[src/rtl/river_pkg.sv]
`default_nettype none
// ============================================================================
// Module   : river_pkg
// Purpose  : Shared definitions for the river-crossing game engine: FSM state
//            encoding, default cargo item indices and the default predator/prey
//            matrix (fox eats goat, goat eats beans).
// Ports    : none (package)
// Revision : 1.0 - initial release
// ============================================================================
package river_pkg;

  typedef enum logic [2:0] {
    ST_IDLE  = 3'd0,
    ST_CROSS = 3'd1,
    ST_CHECK = 3'd2,
    ST_WON   = 3'd3,
    ST_LOST  = 3'd4
  } state_t;

  localparam int FOX   = 0;
  localparam int GOAT  = 1;
  localparam int BEANS = 2;

  localparam int DEFAULT_N_ITEMS = 3;

  // bit[i*N+j] set means item i eats item j
  localparam logic [8:0] DEFAULT_EAT_MASK = (9'd1 << (FOX * DEFAULT_N_ITEMS + GOAT)) |
                                            (9'd1 << (GOAT * DEFAULT_N_ITEMS + BEANS));

endpackage
`default_nettype wire

[src/rtl/river_eat_check.sv]
`default_nettype none
// ============================================================================
// Module   : river_eat_check
// Purpose  : Combinational predator/prey evaluator. A prey item is eaten when
//            some predator that may eat it shares its bank and the farmer is
//            on the other bank. Diagonal (self-eating) matrix bits are ignored.
// Ports    : item_pos   in  N_ITEMS  bank of each cargo item
//            farmer_pos in  1        bank of the farmer
//            eaten_mask out N_ITEMS  one bit per prey item currently eaten
// Revision : 1.0 - initial release
// ============================================================================
module river_eat_check
  import river_pkg::*;
#(
  parameter int                         N_ITEMS  = DEFAULT_N_ITEMS,
  parameter logic [N_ITEMS*N_ITEMS-1:0] EAT_MASK = (N_ITEMS*N_ITEMS)'(DEFAULT_EAT_MASK)
) (
  input  logic [N_ITEMS-1:0] item_pos,
  input  logic               farmer_pos,
  output logic [N_ITEMS-1:0] eaten_mask
);

  // hit[j*N+i]: predator i is eating prey j right now (grouped by prey so
  // each prey reduces over a contiguous slice)
  logic [N_ITEMS*N_ITEMS-1:0] hit;

  for (genvar j = 0; j < N_ITEMS; j++) begin : g_prey
    for (genvar i = 0; i < N_ITEMS; i++) begin : g_pred
      if (i == j) begin : g_self
        assign hit[j*N_ITEMS+i] = 1'b0;
      end else begin : g_pair
        assign hit[j*N_ITEMS+i] = EAT_MASK[i*N_ITEMS+j] &&
                                  (item_pos[i] == item_pos[j]) &&
                                  (item_pos[j] != farmer_pos);
      end
    end
    assign eaten_mask[j] = |hit[j*N_ITEMS +: N_ITEMS];
  end

endmodule
`default_nettype wire

[src/rtl/river_crossing_engine.sv]
`default_nettype none
// ============================================================================
// Module   : river_crossing_engine
// Purpose  : Sequential river-crossing puzzle engine (farmer + N_ITEMS items).
//            Accepts move commands via valid/ready, models a timed crossing,
//            then evaluates the predator/prey matrix and reports the outcome.
// Ports    : clk, reset_n (async, active-low), restart (sync, over cmd)
//            cmd_valid/cmd_ready/cmd_cargo  move command handshake
//            farmer_pos, item_pos           banks (0 = start, 1 = far)
//            busy                           crossing in progress
//            move_err                       1-cycle pulse on rejected command
//            eaten, eaten_mask, won, lost   sticky outcome flags
//            move_count                     accepted moves, saturating
// Revision : 1.0 - initial release
// ============================================================================
module river_crossing_engine
  import river_pkg::*;
#(
  parameter int                         N_ITEMS      = DEFAULT_N_ITEMS,
  parameter int                         BOAT_CAP     = 1,
  parameter int                         CROSS_CYCLES = 4,
  parameter int                         MOVE_LIMIT   = 15,
  parameter logic [N_ITEMS*N_ITEMS-1:0] EAT_MASK     = (N_ITEMS*N_ITEMS)'(DEFAULT_EAT_MASK)
) (
  input  logic                              clk,
  input  logic                              reset_n,
  input  logic                              restart,
  input  logic                              cmd_valid,
  output logic                              cmd_ready,
  input  logic [N_ITEMS-1:0]                cmd_cargo,
  output logic                              farmer_pos,
  output logic [N_ITEMS-1:0]                item_pos,
  output logic                              busy,
  output logic                              move_err,
  output logic                              eaten,
  output logic [N_ITEMS-1:0]                eaten_mask,
  output logic                              won,
  output logic                              lost,
  output logic [$clog2(MOVE_LIMIT+1)-1:0]   move_count
);

  localparam int                MC_W     = $clog2(MOVE_LIMIT + 1);
  localparam int                CNT_W    = (CROSS_CYCLES > 1) ? $clog2(CROSS_CYCLES) : 1;
  localparam logic [CNT_W-1:0]  CNT_LOAD = CNT_W'(CROSS_CYCLES - 1);
  localparam logic [MC_W-1:0]   MC_MAX   = MC_W'(MOVE_LIMIT);

  state_t             state;
  state_t             state_next;
  logic [CNT_W-1:0]   cross_cnt;
  logic [N_ITEMS-1:0] cargo_q;
  logic [31:0]        cargo_pop;
  logic               legal;
  logic               accept;
  logic               cross_done;
  logic               all_far;
  logic [N_ITEMS-1:0] eat_now;

  river_eat_check #(
    .N_ITEMS  (N_ITEMS),
    .EAT_MASK (EAT_MASK)
  ) u_eat_check (
    .item_pos   (item_pos),
    .farmer_pos (farmer_pos),
    .eaten_mask (eat_now)
  );

  always_comb begin
    cargo_pop = '0;
    for (int k = 0; k < N_ITEMS; k++) begin
      cargo_pop = cargo_pop + 32'(cmd_cargo[k]);
    end
  end

  // Every selected item must sit on the farmer's bank to board the boat.
  assign legal      = (cargo_pop <= 32'(BOAT_CAP)) &&
                      ((cmd_cargo & (item_pos ^ {N_ITEMS{farmer_pos}})) == '0);
  assign accept     = (state == ST_IDLE) && cmd_valid && legal;
  assign cross_done = (state == ST_CROSS) && (cross_cnt == '0);
  assign all_far    = farmer_pos && (&item_pos);

  // State register
  always_ff @(posedge clk or negedge reset_n) begin
    if (!reset_n) begin
      state <= ST_IDLE;
    end else begin
      state <= state_next;
    end
  end

  // Next-state logic; restart wins over everything including terminal states
  always_comb begin
    state_next = state;
    if (restart) begin
      state_next = ST_IDLE;
    end else begin
      case (state)
        ST_IDLE:  if (accept) state_next = ST_CROSS;
        ST_CROSS: if (cross_done) state_next = ST_CHECK;
        ST_CHECK: begin
          // eaten beats win; win beats the move limit
          if (|eat_now)                  state_next = ST_LOST;
          else if (all_far)              state_next = ST_WON;
          else if (move_count == MC_MAX) state_next = ST_LOST;
          else                           state_next = ST_IDLE;
        end
        ST_WON:   state_next = ST_WON;
        ST_LOST:  state_next = ST_LOST;
        default:  state_next = ST_IDLE;
      endcase
    end
  end

  // State-decoded outputs
  always_comb begin
    cmd_ready = (state == ST_IDLE);
    busy      = (state == ST_CROSS);
  end

  // Datapath: positions, counters and sticky outcome flags
  always_ff @(posedge clk or negedge reset_n) begin
    if (!reset_n) begin
      farmer_pos <= 1'b0;
      item_pos   <= '0;
      cargo_q    <= '0;
      cross_cnt  <= '0;
      move_count <= '0;
      move_err   <= 1'b0;
      eaten      <= 1'b0;
      eaten_mask <= '0;
      won        <= 1'b0;
      lost       <= 1'b0;
    end else if (restart) begin
      farmer_pos <= 1'b0;
      item_pos   <= '0;
      cargo_q    <= '0;
      cross_cnt  <= '0;
      move_count <= '0;
      move_err   <= 1'b0;
      eaten      <= 1'b0;
      eaten_mask <= '0;
      won        <= 1'b0;
      lost       <= 1'b0;
    end else begin
      move_err <= (state == ST_IDLE) && cmd_valid && !legal;

      if (accept) begin
        cargo_q   <= cmd_cargo;
        cross_cnt <= CNT_LOAD;
        if (move_count != MC_MAX) begin
          move_count <= move_count + MC_W'(1);
        end
      end

      if (state == ST_CROSS) begin
        if (cross_done) begin
          farmer_pos <= ~farmer_pos;
          item_pos   <= item_pos ^ cargo_q;
        end else begin
          cross_cnt <= cross_cnt - CNT_W'(1);
        end
      end

      if (state == ST_CHECK) begin
        if (|eat_now) begin
          eaten      <= 1'b1;
          eaten_mask <= eat_now;
          lost       <= 1'b1;
        end else if (all_far) begin
          won <= 1'b1;
        end else if (move_count == MC_MAX) begin
          lost <= 1'b1;
        end
      end
    end
  end

endmodule
`default_nettype wire

[config.mk]
export PLATFORM = sky130hd
export DESIGN_NAME = river_crossing_engine
export DESIGN_NICKNAME = d
export VERILOG_FILES = /design/src/rtl/river_pkg.sv /design/src/rtl/river_eat_check.sv /design/src/rtl/river_crossing_engine.sv
export SDC_FILE = /design/constraint.sdc
export NUM_CORES = 1
export LEC_CHECK = 0
export CAP_MARGIN = 20
export CORE_UTILIZATION = 46
export DETAILED_ROUTE_END_ITERATION = 7
export PLACE_DENSITY = 0.74
export SYNTH_ARGS = -nofsm -noshare
export SYNTH_HDL_FRONTEND = slang
export SYNTH_SLANG_ARGS = --single-unit
[constraint.sdc]
create_clock -name clk -period 2 [get_ports clk]
set_input_delay 0.3 -clock clk [delete_from_list [all_inputs] [get_ports clk]]
set_output_delay 0.3 -clock clk [all_outputs]
set_load 0.05 [all_outputs]
==> flow_summary.yaml, run 1 <==
status:
  run_status: "complete, no violations"
global_routing:
  use_met2_pct: 30.98
  antenna_found_initial: 0
  grt_pass1_wl_um: 4650
  grt_pass1_vias: 1005
  grt_max_degree: 23
  busiest_layer: "met2"
  gr-total-overflow: 0
  use_met3_pct: 2.576
  grt_usage_pct: 19.22
  met1_usage_pct: 26.20
worst_setup_path:
  required_ps: 1700
  reg2reg_to: "cargo_q[1]"
  rr_worst_depth: 5
  worstReg2RegStart: "farmer_pos"
  slowest_stage: "clkdlybuf4s50_1"
  cp_num_buf_inv: 1
  max_stage_delay_ps: 830
  endpoint_kind: "output port"
  critPathArrivalTime_ps: 1620
  crit_family: "buffers and inverters"
  crit_chain: "clkdlybuf4s50_1"
  worstPathMaxFanout: 9
  worst_setup_path_start_kind: "flop"
  rrSetupSlack_ps: 100
  path_class: "reg -> out"
sta:
  finalHoldViolCount: 0
  rsz0062_at_grt: "false"
  slew_headroom_pct: 60.25
  final.min_clock_period_ps: 1924
  worst_slack_ps: 75.68
  layout_worst_path_cycle_share_pct: 96.22
  setup_viol: 0
  finClkSkew_ps: 7.861
  tightest_slew_ps: 594.4
  fmax_mhz: 519.7
  slew_violations: 0
clocking:
  clk_pin_slew_ps: 120
  postCtsSetupRepairBufs: 0
  cts.sinks: 22
  cts.repair.resized: 0
  cts_max_level: 1
  cts-root-buf: "clkbuf_4"
  clk-insertion-delay-late_ps: 310
  cts_buffer_depth: 2
  cts_buffers: 3
  cts_tree: "done"
  ctsHoldBuffers: 0
drt:
  vias_per_cell: 5.411
  detail-route-antenna-nets: 0
  vias: 1039
  route.detailed.drc: 0
  dr.pass1.iters: 4
  post_drt_wl_per_cell_um: 13.87
  totalWireLength_um: 2663
  drtIter0Drc: 19
layout:
  n_antenna_cell: 0
  post-route-util_pct: 62.91
  area_delta_synth_final_pct: 24.02
  finalNetCount: 174
  drive_gt1_share_pct: 16.67
yosys:
  netlist_instances: 136
  avgSynthCellArea_um2: 9.577
  synth_area_um2: 1302
  synth_fp_nets: 147
  synth_cell_types: 39
  synth_warnings: 0
  async_flop_share_pct: 100.0
  ys_ff_latch: 22
  yosysSeqAreaShare_pct: 42.27
  synthFlopType: "dfrtp_1"
  synth-edff-count: 0
floorplanning:
  start_util_pct: 50.73
  top_level_ports: 24
  die_area_um2: 3048
  die_h_um: 55.21
  rows: 18
  fp.dieW_um: 55.21
  coreArea_um2: 2567
pwr:
  p_sw_share_pct: 37.03
  p_leak_nw: 0.7033
  power_frac_seq_pct: 45.5
  ir_worst_vdd_uv: 499.4
  power_density_nw_per_um2: 713.7
  p_int_mw: 0.7260
  clockPowerShare_pct: 18.4
  switchingPower_mw: 0.4269
  combPwrFrac_pct: 36.1
  totalPowerFinal_mw: 1.153
placement:
  port_buffers: 22
  hpwl_um: 2017
  gp_congestion: 0.8710
  dp_worst_setup_slack_ps: -122.1
min_path:
  hold_class: "in -> async"
job:
  max-cap-violations: 0
[cell type report]
| class | count | area, um^2 |
|---|---|---|
| Fill cell | 223 | 952.2 |
| Tap cell | 30 | 37.54 |
| Inverter | 9 | 33.78 |
| Clock buffer | 4 | 26.28 |
| Multi-Input combinational cell | 98 | 694.4 |
| Timing Repair Buffer | 29 | 270.3 |
| Sequential cell | 22 | 553.0 |
[stage by stage]
| step | TNS [ps] | hold slack, ps | cells | instance area [um^2] |
|---|---|---|---|---|
| CTS | 0 | 333.6 | 192 | 1613 |
| finish | 0 | 329.1 | 192 | 1615 |
| global route | 0 | 346.1 | 192 | 1615 |
| global placement | -478.4 | 482.2 | 188 | 1587 |
| detailed placement | -677.0 | 502.9 | 188 | 1587 |
| floorplan | -8.195 | 4.409 | 136 | 1334 |
[power groups by stage]
stage,Clock (mW),Combinational [mW],Sequential (mW)
after floorplan,0,0.274,0.563
after global placement,0,0.407,0.530
after detailed placement,0,0.416,0.533
after CTS,0.220,0.418,0.525
after global routing,0.240,0.452,0.531
final,0.212,0.416,0.525
[worst max path at each step]
stage,startpoint,end,slack (ps),depth (start not counted)
finish,farmer_pos,farmer_pos,80,1
global route,farmer_pos,cargo_q[1],20,5
CTS,item_pos[1],item_pos[1],60,1
detailed placement,cmd_cargo[2],cargo_q[1],-120,6
global placement,cmd_cargo[2],move_count[2],-90,5
floorplan,farmer_pos,move_count[2],-8,6
[logic make-up after synthesis]
group	synth area share (%)
AOI/OAI and AO/OA	16.33
buffers and inverters	6.628
other	0.2879
xor gates and xnor gates	4.035
muxes	4.803
DFF	42.27
adders and majority gates	3.843
and+or+nand+nor	21.81
[cells in the mapped netlist, types with 2 or more instances]
master	instances	area, um^2
dfrtp_1	22	550.5
nor2_1	12	45.04
a21oi_1	11	55.05
inv_1	9	33.78
nand2_1	8	30.03
nand2b_1	8	50.05
nor2b_1	5	31.28
o21ai_0	5	25.02
xor2_1	5	43.79
ha_1	4	50.05
mux2i_1	4	40.04
nor3_1	4	20.02
buf_6	3	33.78
clkbuf_1	3	11.26
nand3_1	3	15.01
mux2_2	2	22.52
nor4_1	2	12.51
o2bb2ai_1	2	17.52
o31a_1	2	17.52
o31ai_1	2	15.01
or4_1	2	15.01
[placed cells by master, fill, tap and decap left out, drive strengths merged, types with 2 or more instances in the layout]
cell type,synthesis,routed
nor2,12,12
or4,2,2
dfrtp,22,22
mux2,2,2
clkdlybuf4s50,0,19
o2bb2ai,2,2
buf,4,9
a21oi,11,11
nor3,5,5
clkbuf,3,4
o31ai,2,2
xor2,5,5
ha,4,4
o21ai,5,5
mux2i,4,4
o31a,3,3
nand2,8,8
nor2b,5,5
nand2b,8,8
nand3,3,3
inv,9,9
nor4,2,2
[state kept, by name, indices dropped and copies added (netlist names)]
signal      cells
move_count      4
cargo_q         3
item_pos        3
state           3
cross_cnt       2
eaten_mask      2
eaten           1
farmer_pos      1
lost            1
move_err        1
won             1
[layer usage]
metal,routed length (um),vias up
li1,-,524
met1,1261,485
met2,1254,26
met3,107,4
met4,39,0
met5,0,-
No activity file was read; power rests on OpenSTA's default activity.
==> inputs of run 2 (changes only) <==
Settings changed: GPL_TIMING_DRIVEN from default to 0.
==> flow_summary.yaml, run 2 (same netlist as run 1, synthesis figures left out) <==
status:
  run_status: "complete, no violations"
drt:
  route.detailed.drc: 0
  detail-route-antenna-nets: 0
  totalWireLength_um: 2820
  drtIter0Drc: 11
  vias: 1071
  vias_per_cell: 5.578
  dr.pass1.iters: 4
  post_drt_wl_per_cell_um: 14.69
layout:
  post-route-util_pct: 65.59
  n_antenna_cell: 0
  drive_gt1_share_pct: 18.52
  regMostFlops: "move_count"
  finalNonFillerCells: 192
  stdcell_area_um2: 1684
  fill_cells: 231
  finalNetCount: 174
  layout_common_cells: "dfrtp_1, clkdlybuf4s50_1, nor2_1, inv_1, a21oi_1"
  area_delta_synth_final_pct: 29.30
  largest_reg_flops: 4
  layout_commonest_cell: "dfrtp_1"
placement:
  gp_congestion: 0.8058
  dp_worst_setup_slack_ps: -161.8
  port_buffers: 21
  postPlaceCellArea_um2: 1582
  hpwl_um: 2101
  dp_cells: 187
clocking:
  cts_buffer_depth: 2
  cts_tree: "done"
  cts_max_level: 1
  clk_pin_slew_ps: 130
  cts.sinks: 22
  cts-root-buf: "clkbuf_4"
  cts_buffers: 3
  clk-insertion-delay-late_ps: 300
worst_setup_path:
  worst_setup_path_start_kind: "flop"
  worstPathMaxFanout: 8
  required_ps: 2210
  path_class: "reg -> reg"
  endpoint_kind: "flop"
  critPathArrivalTime_ps: 2130
  rr_worst_depth: 6
global_routing:
  grt_max_degree: 23
  gr-total-overflow: 0
  antenna_found_initial: 0
  grt_pass1_vias: 1116
  grt_pass1_wl_um: 4712
  grt_usage_pct: 19.00
sta:
  slew_headroom_pct: 65.22
  holdWs_ps: 269.7
  slew_violations: 0
  final.min_clock_period_ps: 1925
  finalHoldViolCount: 0
  layout_worst_path_cycle_share_pct: 96.24
  worst_slack_ps: 75.27
  tightest_slew_ps: 521.7
  setup_viol: 0
  finClkSkew_ps: 3.640
  fmax_mhz: 519.6
floorplanning:
  top_level_ports: 24
  fp.dieW_um: 55.21
  die_area_um2: 3048
  rows: 18
  coreArea_um2: 2567
  start_util_pct: 50.73
  die_h_um: 55.21
pwr:
  p_leak_nw: 0.7164
  power_density_nw_per_um2: 775.3
  ir_worst_vdd_uv: 578.7
min_path:
  hold_class: "in -> async"
job:
  max-cap-violations: 0
run 2: cell count changes in the layout (fill, tap and decap cells not counted), sizes merged:
cell	change
buf	-4
bufinv	+1
clkbuf	+3
clkdlybuf4s15	+1
clkdlybuf4s50	-1
run 2: path summary, 6_finish.rpt:
| kind | from | end | slack (ps) |
|---|---|---|---|
| setup reg to reg | item_pos[2] | move_count[2] | 80 |
| max in group asynchronous | reset_n | farmer_pos | 1280 |
| hold / removal | reset_n | move_count[2] | 270 |
| min in group clk | restart | move_count[2] | 490 |
| setup / recovery | item_pos[2] | move_count[2] | 80 |
| hold reg to reg | eaten | eaten | 520 |
run 2: area by class of cell:
type / instances / area [um^2] / share of cell area [%]
buffer: 6 / 41.29 / 2.452
clock inverter: 1 / 30.03 / 1.783
multi-input combinational: 98 / 735.7 / 43.68
inverter: 9 / 33.78 / 2.006
timing repair buffer: 23 / 230.2 / 13.67
tap: 30 / 37.54 / 2.229
clock buffer: 3 / 22.52 / 1.337
sequential: 22 / 553.0 / 32.84
run 2: what timing repair did:
action / CTS / global route
hold buffers: 0 / 0
setup buffers: 0 / 1
endpoints found under the setup margin: 2 / 8
pin swaps: 0 / 3
resized for setup: 2 / 12
run 2: metrics by stage:
| step | power (mW) | setup TNS, ps |
|---|---|---|
| 6_report | 1.306 | 0 |
| 5_1_grt | 1.377 | -16.41 |
| 4_1_cts | 1.300 | 0 |
| 3_5_place_dp | 0.9569 | -911.0 |
| 3_3_place_gp | 0.9410 | -601.9 |
| 2_1_floorplan | 0.8372 | -8.195 |
run 2: power breakdown:
| group | internal, mW | switching [mW] |
|---|---|---|
| combinational | 0.178 | 0.265 |
| sequential | 0.479 | 0.0447 |
| clock | 0.202 | 0.137 |
| total | 0.859 | 0.447 |
run 2: critical path, cell delays in order (launching register included):
cell     delay (ps)
dfrtp_2         430
buf_6           130
xor2_1          140
a221o_1         360
buf_6           150
nor4_4          290
mux2_4          330
run 2: metal layers:
layer,track usage [%],vias up,part of all wire (%)
li1,-,522,-
met1,23.87,528,45
met2,33.22,17,51
met3,2.810,4,2.8
met4,6.429,0,1.1
met5,0,-,0
